[config.mk]
export PLATFORM = sky130hd
export DESIGN_NAME = cordic_sincos_pipe_flat
export DESIGN_NICKNAME = d
export VERILOG_FILES = /design/src/rtl/cordic_sincos_if.sv /design/src/rtl/cordic_sincos_pipe.sv /design/src/flat_wrapper.sv
export SDC_FILE = /design/constraint.sdc
export NUM_CORES = 1
export LEC_CHECK = 0
export ABC_AREA = 1
export CAP_MARGIN = 15
export CORE_AREA = 2 2 137 193
export DETAILED_ROUTE_END_ITERATION = 16
export DIE_AREA = 0 0 139 195
export PLACE_DENSITY = 0.58
export RECOVER_POWER = 50
export SKIP_CTS_REPAIR_TIMING = 1
export SLEW_MARGIN = 10
export SYNTH_ARGS = -nofsm -noshare
export SYNTH_HDL_FRONTEND = slang
export SYNTH_SLANG_ARGS = --single-unit
[constraint.sdc]
create_clock -name clk_i -period 3.4 [get_ports clk_i]
set_input_delay 0.68 -clock clk_i [delete_from_list [all_inputs] [get_ports clk_i]]
set_output_delay 0.68 -clock clk_i [all_outputs]
set_load 0.1 [all_outputs]
[src/rtl/cordic_sincos_if.sv]
// -----------------------------------------------------------------------------
// cordic_sincos_if
// Handshake and result bundle for the CORDIC sine/cosine engine.
//   start   : request; a high level while the engine is idle launches a rotation
//   angle   : full-circle phase, unsigned wrap-around (2^ANGLE_W = 360 degrees)
//   busy    : high while a rotation is in progress
//   done    : one-cycle pulse, cos_out/sin_out carry a fresh result
//   cos_out : signed Q1.(DATA_W-2) cosine, held until the next done
//   sin_out : signed Q1.(DATA_W-2) sine, held until the next done
// master drives the request side, slave is the engine.
// -----------------------------------------------------------------------------
interface cordic_sincos_if #(
  parameter int DATA_W  = 16,
  parameter int ANGLE_W = 16
) ();
  logic                      start;
  logic [ANGLE_W-1:0]        angle;
  logic                      busy;
  logic                      done;
  logic signed [DATA_W-1:0]  cos_out;
  logic signed [DATA_W-1:0]  sin_out;

  modport master (
    output start, angle,
    input  busy, done, cos_out, sin_out
  );

  modport slave (
    input  start, angle,
    output busy, done, cos_out, sin_out
  );
endinterface

[src/rtl/cordic_sincos_pipe.sv]
// -----------------------------------------------------------------------------
// cordic_sincos_pipe
// Iterative CORDIC rotation engine producing signed sine and cosine of a
// full-circle phase. One micro-rotation per clock, ITER rotations per result,
// quadrant folding to +/-180 degrees, gain-compensated start vector and
// saturated two's-complement outputs.
// Ports:
//   clk_i  : clock, all state changes on the rising edge
//   rst_ni : asynchronous active-low reset
//   bus    : cordic_sincos_if.slave (start/angle in, busy/done/cos/sin out)
// Parameters:
//   DATA_W  : output width, Q1.(DATA_W-2), +1.0 = 2^(DATA_W-2)
//   ANGLE_W : phase width, full circle = 2^ANGLE_W
//   ITER    : number of CORDIC iterations, 4..DATA_W
// -----------------------------------------------------------------------------
module cordic_sincos_pipe #(
  parameter int DATA_W  = 16,
  parameter int ANGLE_W = 16,
  parameter int ITER    = 14
) (
  input  logic             clk_i,
  input  logic             rst_ni,
  cordic_sincos_if.slave   bus
);

  localparam int XW    = DATA_W + 2;   // two bits of headroom over the output
  localparam int ZW    = ANGLE_W + 1;  // signed residual angle
  localparam int CNT_W = $clog2(ITER);
  localparam real PI   = 3.14159265358979323846;

  // 2^n as a real, elaboration only
  function automatic real pow2_r(input int n);
    real r;
    r = 1.0;
    for (int k = 0; k < n; k++) begin
      r = r * 2.0;
    end
    return r;
  endfunction

  // Aggregate CORDIC gain K = prod 1/sqrt(1+2^-2i); square root by Newton steps
  function automatic real k_gain(input int n);
    real k2;
    real p;
    real r;
    k2 = 1.0;
    p  = 1.0;
    for (int i = 0; i < n; i++) begin
      k2 = k2 / (1.0 + p);
      p  = p / 4.0;
    end
    r = 1.0;
    for (int j = 0; j < 40; j++) begin
      r = 0.5 * (r + k2 / r);
    end
    return r;
  endfunction

  // atan(2^-idx) in phase units, rounded; entry 0 is exactly 45 degrees.
  // For idx >= 1 the argument is <= 0.5 so the Taylor series converges fast.
  function automatic logic signed [ZW-1:0] atan_entry(input int idx);
    real t;
    real x2;
    real sum;
    real scaled;
    logic signed [ZW-1:0] r;
    if (idx == 0) begin
      r = ZW'(64'sd1 <<< (ANGLE_W - 3));
    end else begin
      t   = 1.0 / pow2_r(idx);
      x2  = t * t;
      sum = 0.0;
      for (int k = 0; k < 40; k++) begin
        if ((k % 2) == 0) begin
          sum = sum + t / real'(2 * k + 1);
        end else begin
          sum = sum - t / real'(2 * k + 1);
        end
        t = t * x2;
      end
      scaled = sum * pow2_r(ANGLE_W) / (2.0 * PI);
      r = ZW'($rtoi(scaled + 0.5));
    end
    return r;
  endfunction

  localparam real K_GAIN = k_gain(ITER);
  localparam int  X0_INT = $rtoi(K_GAIN * pow2_r(DATA_W - 2) + 0.5);
  localparam logic signed [XW-1:0]     X0     = XW'(X0_INT);
  localparam logic signed [XW-1:0]     SAT_HI = XW'((64'sd1 <<< (DATA_W - 1)) - 64'sd1);
  localparam logic signed [XW-1:0]     SAT_LO = -SAT_HI;
  localparam logic signed [DATA_W-1:0] OUT_HI = DATA_W'((64'sd1 <<< (DATA_W - 1)) - 64'sd1);
  localparam logic signed [DATA_W-1:0] OUT_LO = -OUT_HI;
  localparam logic [CNT_W-1:0]         LAST_ITER = CNT_W'(ITER - 1);

  // Clamp to the symmetric range so the most-negative code never appears
  function automatic logic signed [DATA_W-1:0] sat_out(input logic signed [XW-1:0] v);
    logic signed [DATA_W-1:0] r;
    if (v > SAT_HI) begin
      r = OUT_HI;
    end else if (v < SAT_LO) begin
      r = OUT_LO;
    end else begin
      r = v[DATA_W-1:0];
    end
    return r;
  endfunction

  typedef enum logic [1:0] {
    ST_IDLE   = 2'd0,
    ST_ROTATE = 2'd1,
    ST_FINISH = 2'd2
  } state_e;

  state_e                   state_q;
  logic                     busy_q;
  logic                     done_q;
  logic                     neg_q;
  logic [CNT_W-1:0]         iter_q;
  logic signed [XW-1:0]     x_q, y_q;
  logic signed [ZW-1:0]     z_q;
  logic signed [DATA_W-1:0] cos_q, sin_q;

  logic signed [XW-1:0]     x_d, y_d;
  logic signed [ZW-1:0]     z_d;
  logic signed [XW-1:0]     x_shift_s, y_shift_s;
  logic signed [ZW-1:0]     atan_s;
  logic signed [ZW-1:0]     atan_lut_s [ITER];
  logic                     fold_s;
  logic [ANGLE_W-1:0]       angle_fold_s;
  logic signed [ZW-1:0]     z0_s;
  logic signed [XW-1:0]     cos_full_s, sin_full_s;

  for (genvar g = 0; g < ITER; g++) begin : g_atan
    localparam logic signed [ZW-1:0] ENTRY = atan_entry(g);
    assign atan_lut_s[g] = ENTRY;
  end

  // Quadrant fold: angles with |theta| >= 90 deg are rotated by -180 deg and
  // the result is negated at the end, keeping z inside CORDIC's convergence range.
  always_comb begin
    fold_s       = bus.angle[ANGLE_W-1] ^ bus.angle[ANGLE_W-2];
    angle_fold_s = {bus.angle[ANGLE_W-1] ^ fold_s, bus.angle[ANGLE_W-2:0]};
    z0_s         = {angle_fold_s[ANGLE_W-1], angle_fold_s};
  end

  // One CORDIC micro-rotation; direction follows the sign of the residual angle
  always_comb begin
    x_shift_s = x_q >>> iter_q;
    y_shift_s = y_q >>> iter_q;
    atan_s    = atan_lut_s[iter_q];
    if (z_q[ZW-1]) begin
      x_d = x_q + y_shift_s;
      y_d = y_q - x_shift_s;
      z_d = z_q + atan_s;
    end else begin
      x_d = x_q - y_shift_s;
      y_d = y_q + x_shift_s;
      z_d = z_q - atan_s;
    end
  end

  // Undo the quadrant fold before saturation
  always_comb begin
    if (neg_q) begin
      cos_full_s = -x_q;
      sin_full_s = -y_q;
    end else begin
      cos_full_s = x_q;
      sin_full_s = y_q;
    end
  end

  // Control FSM and datapath registers
  always_ff @(posedge clk_i or negedge rst_ni) begin
    if (!rst_ni) begin
      state_q <= ST_IDLE;
      busy_q  <= 1'b0;
      done_q  <= 1'b0;
      neg_q   <= 1'b0;
      iter_q  <= {CNT_W{1'b0}};
      x_q     <= {XW{1'b0}};
      y_q     <= {XW{1'b0}};
      z_q     <= {ZW{1'b0}};
      cos_q   <= {DATA_W{1'b0}};
      sin_q   <= {DATA_W{1'b0}};
    end else begin
      case (state_q)
        ST_IDLE: begin
          done_q <= 1'b0;
          if (bus.start) begin
            x_q     <= X0;
            y_q     <= {XW{1'b0}};
            z_q     <= z0_s;
            neg_q   <= fold_s;
            iter_q  <= {CNT_W{1'b0}};
            busy_q  <= 1'b1;
            state_q <= ST_ROTATE;
          end
        end
        ST_ROTATE: begin
          x_q <= x_d;
          y_q <= y_d;
          z_q <= z_d;
          if (iter_q == LAST_ITER) begin
            iter_q  <= {CNT_W{1'b0}};
            state_q <= ST_FINISH;
          end else begin
            iter_q <= iter_q + CNT_W'(1);
          end
        end
        ST_FINISH: begin
          cos_q   <= sat_out(cos_full_s);
          sin_q   <= sat_out(sin_full_s);
          done_q  <= 1'b1;
          busy_q  <= 1'b0;
          state_q <= ST_IDLE;
        end
        default: begin
          busy_q  <= 1'b0;
          done_q  <= 1'b0;
          state_q <= ST_IDLE;
        end
      endcase
    end
  end

  assign bus.busy    = busy_q;
  assign bus.done    = done_q;
  assign bus.cos_out = cos_q;
  assign bus.sin_out = sin_q;

endmodule
[src/flat_wrapper.sv]
// flat-port wrapper written by rule: the top's interface ports become plain ports
module cordic_sincos_pipe_flat 
#(
  parameter int DATA_W  = 16,
  parameter int ANGLE_W = 16,
  parameter int ITER    = 14
)
  (clk_i, rst_ni, bus_start, bus_angle, bus_busy, bus_done, bus_cos_out, bus_sin_out);
  cordic_sincos_if #(.DATA_W(DATA_W), .ANGLE_W(ANGLE_W)) bus_i ();
  input  logic clk_i;
  input  logic rst_ni;
  input wire logic [$bits(bus_i.start)-1:0] bus_start;
  input wire logic [$bits(bus_i.angle)-1:0] bus_angle;
  output wire logic [$bits(bus_i.busy)-1:0] bus_busy;
  output wire logic [$bits(bus_i.done)-1:0] bus_done;
  output wire logic [$bits(bus_i.cos_out)-1:0] bus_cos_out;
  output wire logic [$bits(bus_i.sin_out)-1:0] bus_sin_out;
  assign bus_i.start = bus_start;
  assign bus_i.angle = bus_angle;
  assign bus_busy = bus_i.busy;
  assign bus_done = bus_i.done;
  assign bus_cos_out = bus_i.cos_out;
  assign bus_sin_out = bus_i.sin_out;
  cordic_sincos_pipe #(.DATA_W(DATA_W), .ANGLE_W(ANGLE_W), .ITER(ITER)) u_core (.clk_i(clk_i), .rst_ni(rst_ni), .bus(bus_i));
endmodule
==> metrics <==
Netlist Area Pre-Place 0.01002 sq mm; max cap viols 1; fin util 56.40%; worst setup margin -0.3465 ns; I/O pins 53; Worst Hold Class flip-flop to flip-flop; DP Wirelength 27.23 mm; post-route cell area 0.01422 sq mm; setup slack at placement -0.5702 ns; GRT overflow 0; Rows 69; Residual DRC 0; quantity of I/O buffers inserted on ports 52; core area 0.02521 sq mm; H-Tree Depth 3; Slew HR -5.669%; Worst setup SP type flip-flop; global placer's final weighted congestion 0.9603; post-synthesis register bit count 94; Sink Count 94; Detail Route Antenna Nets 0; cell depth of the worst flop-to-flop path 26; Avg Cell Area, Syn 6.414 sq um; WS Path Type flip-flop to flip-flop; Worst Clk Skew 0.01003 ns; Crit Reg-Reg Startpoint u_core.iter_q[0]; routed vias 11.51k; worst reg2reg endpoint u_core.y_q[15]; Hold Path Cell Cnt 2; R2R Setup Slk -0.35 ns; Critical Path End u_core.y_q[15]; Max Fclk 0.2669 GHz; final hold violation count 0; share of layout cells above drive strength 1 32.51%; Setup violations, final 19; vias in the first global route 11.49k; RSZ-0062 raised after global routing yes; global-route wire length before repair 55.52 mm; detail-routed net length per standard cell 16.10 microns; via/cell ratio 5.251; CP max-delay cell dfrtp_2; chip height 195 microns; Crit. Startpoint u_core.iter_q[0]; min cycle time layout 3.746 ns; sequential element share of the synthesized area 23.48%; CP Depth 26; DR pass1 iterations 5; Syn Inst Count 1562; Synth cell types 53; cell family with most CP delay simple AND/OR/NAND/NOR gates; Net count, final 1951; actual slew at the worst max-slew pin 1.585 ns; # diodes 0; drt initial violations 600; die area 0.02711 sq mm; Post-Syn Nets 1645; Clock Latency Late Sink 0.37 ns; initial cell density of the core 39.74%; failing checks max-capacitance violations, max-slew violations, negative setup slack; clock tree root driver cell clkbuf_16; total CTS buffers 9; Routed WL 35.30 mm; largest net degree at the start of global routing 50; Worst Path Required 3.70 ns; clk slew on worst S/H paths 0.08 ns; Yosys warning count 0; worst stage delay on the critical path 0.48 ns; Area after DPL 0.01281 sq mm; Area Growth Syn to Fin 41.93%; outcome finished with violations; GR Util All Layers 25.36%; worst endpoint data arrival time 4.05 ns; CP bufs+invs 3; Max Root-Sink Buffers 2; Crit Path Max Fanout 16; initial antenna violation count 0; CTS tree done; Die X 139 microns; max-slew violations 50; crit path capture type flip-flop; Tcrit/Tclk final 110.2%
[sequential cells by signal, indices dropped and copies added, names as in the netlist]
| register | cells |
|---|---|
| u_core.x_q | 18 |
| u_core.y_q | 18 |
| u_core.z_q | 17 |
| u_core.bus.cos_out | 16 |
| u_core.bus.sin_out | 16 |
| u_core.iter_q | 4 |
| u_core.state_q | 2 |
| u_core.bus.busy | 1 |
| u_core.bus.done | 1 |
| u_core.neg_q | 1 |
[per-stage QoR]
step / hold slack (ns) / setup TNS, ns / instances
6_report: 0.4899 / -2.407 / 2192
3_3_place_gp: 0.4769 / -7.362 / 2159
5_1_grt: 0.5283 / -9.058 / 2192
2_1_floorplan: 0.3844 / -0.05581 / 1562
4_1_cts: 0.4174 / -8.268 / 2175
3_5_place_dp: 0.4786 / -7.158 / 2159
[layout by cell type, fill, tap and decap left out, drive strengths merged, types with 4 or more instances in the layout]
master and instances:
a21oi 121, a31oi 4, buf 320, clkbuf 13, clkdlybuf4s50 30, dfrtp 94
ha 61, inv 157, nand2 456, nand3 191, nand4 6, nor2 162
nor3 14, o211ai 8, o21ai 88, o22ai 23, o31ai 9, or2 4
xnor2 20, xor2 61
[cells by family (layout without fill, tap and decap cells)]
logic type	count (synthesis)	in the layout	share of synthesized area [%]
AND/OR/NAND/NOR	837	837	35.97
AO/OA/AOI/OAI	272	272	15.81
buffers and inverters	214	525	9.442
flip-flops	94	94	23.48
XOR/XNOR	81	81	7.081
adder cells (fa/ha/maj)	64	64	8.218
[cells in the mapped netlist (all sizes together)]
cell       n  share of area (%)
buf       37                2.7
a21boi     2               0.15
nor2     162                6.8
a41oi      1              0.087
nand3b     3               0.22
nand2    456                 18
a21o       2               0.15
a221o      1               0.10
o31ai      9               0.72
dfrtp     94                 23
ha        61                7.6
a21oi    121                6.7
clkinv     2              0.087
o211ai     8               0.60
o311ai     2               0.17
nor4       1              0.062
xnor2     20                1.7
o21bai     3               0.22
a31oi      4               0.40
or2        4               0.25
xor2      61                5.3
fa         3               0.60
o22ai     23                1.4
o2111ai    3               0.26
o21ai     88                4.4
inv      153                5.8
clkbuf    22               0.82
nand4      6               0.37
nor3      14               0.86
nand3    191                9.8
a211oi     1              0.075
o21a       3               0.22
a22o       1              0.087
[worst register-to-register path, stage by stage, from the launching register on]
cell     delay (ns)
dfrtp_2        0.48
inv_4          0.08
buf_8          0.16
nand2_1        0.09
nand3_1        0.15
nand3_2        0.11
nand3_1        0.08
nand2_2        0.09
ha_2           0.19
nand3_2        0.10
nor2_4         0.14
a41oi_2        0.13
xor2_1         0.16
ha_1           0.33
nand2_2        0.08
nor2_2         0.13
nand4_1        0.18
or2_4          0.28
nand3_2        0.09
nand2_1        0.07
nor2_1         0.09
nor2_1         0.05
inv_1          0.11
nand2_2        0.08
nand3_1        0.07
nand2_1        0.05
o21ai_1        0.12
[metal layers]
layer / vias up / GRT usage, % / share of wire, %
met5: - / 0 / 0
met4: 0 / 11.41 / 4.0
met3: 87 / 2.820 / 2.8
met2: 269 / 48.11 / 54
li1: 5772 / - / -
met1: 5382 / 28.18 / 40
[area by class of cell]
class / count / area [sq um]
Tap cell: 319 / 399.1
Fill cell: 2473 / 10990
Clock buffer: 10 / 239.0
Multi-Input combinational cell: 1254 / 7672
Clock inverter: 6 / 76.32
Inverter: 155 / 595.6
Timing Repair Buffer: 354 / 2879
Sequential cell: 94 / 2357
[worst min-delay path by stage]
stage / from / to / slack [ns]
after floorplan: rst_ni / u_core.bus.busy / 0.38
after global placement: u_core.z_q[0] / u_core.z_q[0] / 0.48
after detailed placement: u_core.bus.sin_out[15] / u_core.bus.sin_out[15] / 0.48
after CTS: rst_ni / u_core.state_q[1] / 0.42
after global routing: u_core.z_q[9] / u_core.z_q[9] / 0.53
final: u_core.bus.sin_out[15] / u_core.bus.sin_out[15] / 0.49
Power is left out: the tool's default activity adds up to more than one toggle a clock period on the data nets, which glitch-free logic cannot reach.
